**src/rtl/bsg_downstream_in.sv**
```systemverilog
// BSG link receiver: reassembles 64-bit words from four two-byte beats,
// buffers them in a small FIFO for the core and returns credit tokens upstream.
module bsg_downstream_in #(
    parameter int FIFO_DEPTH  = 4,
    parameter int TOKEN_RATIO = 1
) (
    input  logic        clk,
    input  logic        rst_n,
    input  logic        io_valid_in,
    input  logic [7:0]  io_data_in_ch0,
    input  logic [7:0]  io_data_in_ch1,
    output logic        io_token,
    output logic [63:0] core_data_out,
    output logic        core_valid_out,
    input  logic        core_yumi_in,
    output logic [1:0]  beat_idx,
    output logic        overflow
);

    localparam int PW = $clog2(FIFO_DEPTH);
    localparam int CW = PW + 1;
    localparam int TW = $clog2(TOKEN_RATIO + 1);

    logic [63:0]   asm_word;
    logic [63:0]   full_word;
    logic [63:0]   mem [FIFO_DEPTH];
    logic [PW-1:0] rd_ptr;
    logic [PW-1:0] wr_ptr;
    logic [CW-1:0] count;
    logic [TW-1:0] tok_cnt;

    logic last_beat;
    logic fifo_full;
    logic deq;
    logic enq;
    logic drop;

    assign last_beat = io_valid_in && (beat_idx == 2'd3);
    assign fifo_full = (count == CW'(FIFO_DEPTH));
    assign deq       = core_yumi_in && (count != '0);
    // A full FIFO can still accept the word if the head leaves on the same edge.
    assign enq       = last_beat && (!fifo_full || deq);
    assign drop      = last_beat && fifo_full && !deq;

    assign core_valid_out = (count != '0);
    assign core_data_out  = mem[rd_ptr];

    always_comb begin
        full_word        = asm_word;
        full_word[47:40] = io_data_in_ch0;
        full_word[63:56] = io_data_in_ch1;
    end

    always_ff @(posedge clk or negedge rst_n) begin
        if (!rst_n) begin
            asm_word <= '0;
            beat_idx <= 2'd0;
        end else if (io_valid_in) begin
            case (beat_idx)
                2'd0: begin
                    asm_word[7:0]   <= io_data_in_ch0;
                    asm_word[23:16] <= io_data_in_ch1;
                end
                2'd1: begin
                    asm_word[15:8]  <= io_data_in_ch0;
                    asm_word[31:24] <= io_data_in_ch1;
                end
                2'd2: begin
                    asm_word[39:32] <= io_data_in_ch0;
                    asm_word[55:48] <= io_data_in_ch1;
                end
                default: begin
                    asm_word[47:40] <= io_data_in_ch0;
                    asm_word[63:56] <= io_data_in_ch1;
                end
            endcase
            beat_idx <= beat_idx + 2'd1;
        end
    end

    always_ff @(posedge clk or negedge rst_n) begin
        if (!rst_n) begin
            for (int i = 0; i < FIFO_DEPTH; i++) begin
                mem[i] <= '0;
            end
            rd_ptr <= '0;
            wr_ptr <= '0;
            count  <= '0;
        end else begin
            if (enq) begin
                mem[wr_ptr] <= full_word;
                wr_ptr      <= wr_ptr + 1'b1;
            end
            if (deq) begin
                rd_ptr <= rd_ptr + 1'b1;
            end
            case ({enq, deq})
                2'b10:   count <= count + 1'b1;
                2'b01:   count <= count - 1'b1;
                default: count <= count;
            endcase
        end
    end

    always_ff @(posedge clk or negedge rst_n) begin
        if (!rst_n) begin
            overflow <= 1'b0;
        end else if (drop) begin
            overflow <= 1'b1;
        end
    end

    // io_token is registered so each completed batch yields exactly one pulse.
    always_ff @(posedge clk or negedge rst_n) begin
        if (!rst_n) begin
            tok_cnt  <= '0;
            io_token <= 1'b0;
        end else begin
            io_token <= 1'b0;
            if (deq) begin
                if (tok_cnt == TW'(TOKEN_RATIO - 1)) begin
                    tok_cnt  <= '0;
                    io_token <= 1'b1;
                end else begin
                    tok_cnt <= tok_cnt + 1'b1;
                end
            end
        end
    end

endmodule

```
**config.mk**
```make
export PLATFORM = sky130hd
export DESIGN_NAME = bsg_downstream_in
export DESIGN_NICKNAME = d
export VERILOG_FILES = /design/src/rtl/bsg_downstream_in.sv
export SDC_FILE = /design/constraint.sdc
export NUM_CORES = 1
export LEC_CHECK = 0
export CAP_MARGIN = 20
export CORE_MARGIN = 2
export CORE_UTILIZATION = 65
export DETAILED_ROUTE_END_ITERATION = 7
export DONT_BUFFER_PORTS = 1
export PLACE_DENSITY_LB_ADDON = 0.12
export SYNTH_ARGS = -nofsm -noshare
export SYNTH_HDL_FRONTEND = slang
export SYNTH_SLANG_ARGS = --single-unit
```
**constraint.sdc**
```tcl
create_clock -name clk -period 4.3 [get_ports clk]
set_clock_uncertainty 0.1 [all_clocks]
set_input_delay 0.43 -clock clk [delete_from_list [all_inputs] [get_ports clk]]
set_output_delay 0.43 -clock clk [all_outputs]
set_load 0.05 [all_outputs]
```
==> results.md <==
* Sink Count at 315
* Critical path fanouts, max at 36
* Met3 global-route usage at 0.0531
* Deepest level of the CTS H-tree at 2
* Antenna Nets Post-Route at 0
* Avg WL per Cell at approximately 24 µm
* Min setup slack post-route at 1.23 ns
* Hold slack at -0.474 ns
* Final hold vios at around 320
* CTS buffer count at 34
* Worst slew margin at 0.279
* Syn_nets at ~800
* Yosys cell types at 20
* Synth Warn # at 0
* Top_reg_cell synth: dfrtp_1
* R2R Setup Slk at 1.61 ns
* Worst path arrival time at 2.54 ns
* Mapped cell area at 13500 µm²
* Status: complete, but fails checks
* Global route overflow at 0
* Startpoint Class: flip-flop
* Die W at 148 µm
* Core Util, Final at 0.730
* Unrepaired setup endpoints after global routing: false
* Met2 global-route usage at 0.429
* Global Route met1 Usage at 0.349
* WP data required at ~3.8 ns
* Clk buf depth at 3
* Initial core utilization at 0.665
* Seq cells post-synth at 315
* Synth top area cells: dfrtp_1 58%, mux2_2 25%, mux4_2 11%, buf_6 2.3%, ha_1 0.83%
* Hold-fix buffers, CTS at 17
* Crit. End Element: output pin
* Sequential share of the synthesized area at 0.584
* Core ar. at 20300 µm²
* Drt total wl at 26600 µm
* DRC at 0
* Dpl ws at 1.62 ns
* Reg clk slew, reported paths at 0.06 ns
* Minimum clock period after layout at 3.07 ns
* Setup-failing EPs final at 0
* Proportion of layout cells with a drive suffix above 1 at 0.534
* Clock latency on the worst-skew pair at roughly 0.5 ns
* Failing checks: hold timing
* Layout Nets at 821
* Cts repair resizes at 0
* FF/Latch Area at 7890 µm²
* Die area at approximately 22000 µm²
* PortBufs at 0
* Post-synth EDFFs at 0
* FILL cells at 1262
* Syn_area_per_cell at between 15 and 20 µm²
* Hold WC Path Type: in2async
* RD Place Congestion at 0.744
* All-Layer GR Usage at 0.257
* Fmax at ~330 MHz
* Area of the multi-input gates at 5210 µm²
* GRT busiest layer: met2
* Via density at 6.26
* Dominant cell type by area after synthesis: dfrtp_1
* Post-Synthesis Cells at 774
* Initial antenna violation count at 2
* Row count at 52
* Most common library cell in the layout ignoring fill and taps: dfrtp_1
* Initial DRT Pass Iterations at 4
* CTS tree: yes
* Post-DP HPWL at 15500 µm
* Pins Over Slew Limit at 0
* Ports at 89
* Starting DRT DRC Count at roughly 360
* Vias in the first global route at 7615
* Critical setup path kind: reg2out
* Most frequent cells in the layout: 313 x dfrtp_1, 305 x mux2_2, 64 x mux4_2, 37 x clkbuf_16, 17 x dlygate4sd3_1
* Total number of vias at 6800
* Final period util at 0.715
* Fin Setup TNS at 0 ns
* Syn-to-layout area delta at 9.77%
* Setup bufs post-CTS at 0
* Slew @ Worst Pin at 1.08 ns
* Largest net degree at the start of global routing at approximately 320
* Max Cap Violations at 0
* Chip height at 148 µm
* First-pass GRT wire length at roughly 43000 µm
* Fraction of registers with async set/reset at 1.00
* Root Driver: clkbuf_16
* Synth top area share at 0.584
## cell families (layout without fill, tap and decap cells)
kind of cell | Yosys count | after routing | synth area share
other | 0 | 2 | 0
XOR/XNOR | 7 | 7 | 0.00454
multiplexers | 369 | 369 | 0.361
AO/OA/AOI/OAI | 4 | 4 | 0.00204
flip-flops | 315 | 315 | 0.584
buffers and inverters | 54 | 95 | 0.0316
adder cells (fa/ha/maj) | 10 | 10 | 0.00982
AND/OR/NAND/NOR | 15 | 15 | 0.00695
## registers in the layout (all words and copies together) (netlist names)
signal	flops
mem	256
asm_word	48
count	3
beat_idx	2
rd_ptr	2
wr_ptr	2
io_token	1
overflow	1
## stage by stage
stage	hold WS [ns]	std cells	area, µm²
6_report	-0.474	1087	14800
5_1_grt	-0.491	1085	14800
4_1_cts	-0.496	1085	14800
3_5_place_dp	0.0420	1008	13600
3_3_place_gp	0.0430	1008	13600
2_1_floorplan	0.0344	774	13500
## cell type report
| cell class | instances | share of cell area |
|---|---|---|
| inverters | 8 | 0.00203 |
| diodes | 2 | 0.000338 |
| well taps | 270 | 0.0228 |
| repair buffers | 27 | 0.0174 |
| clock buffers | 55 | 0.0711 |
| clock inverters | 5 | 0.00228 |
| flip-flops and latches | 315 | 0.532 |
| multi-input cells | 405 | 0.352 |
## final timing paths
check	endpoint	from	cells past startpoint
worst max-delay path	core_data_out[31]	rd_ptr[0]$_DFFE_PN0P_	2
max in group asynchronous	mem[114]$_DFFE_PN0P_	rst_n	0
worst max register to register	mem[107]$_DFFE_PN0P_	beat_idx[0]$_DFFE_PN0P_	5
worst min-delay path	mem[198]$_DFFE_PN0P_	rst_n	0
min in group clk	io_token$_DFF_PN0_	core_yumi_in	1
worst min register to register	mem[122]$_DFFE_PN0P_	mem[122]$_DFFE_PN0P_	1
## routing by layer
layer,vias up,part of all wire
met5,-,0
met3,52,0.048
li1,2886,-
met4,0,0.024
met1,3737,0.42
met2,125,0.50
## cells in the mapped netlist, types with 2 or more instances
cell type    n
xnor2_1      3
mux4_2      64
xor2_1       4
buf_1        2
buf_2       11
o21ai_0      2
nor3b_1      4
clkbuf_1     5
buf_6       28
nand2_1      7
mux2_2     305
dfrtp_1    315
ha_1         9
inv_1        8
nor2_1       2
## critical path: stages (launching register included)
cell and delay [ns]:
dfrtp_4 0.88, buf_12 0.39, mux4_2 0.74
Power is left out: the tool's default activity adds up to more than one toggle a clock period on the data nets, which glitch-free logic cannot reach.
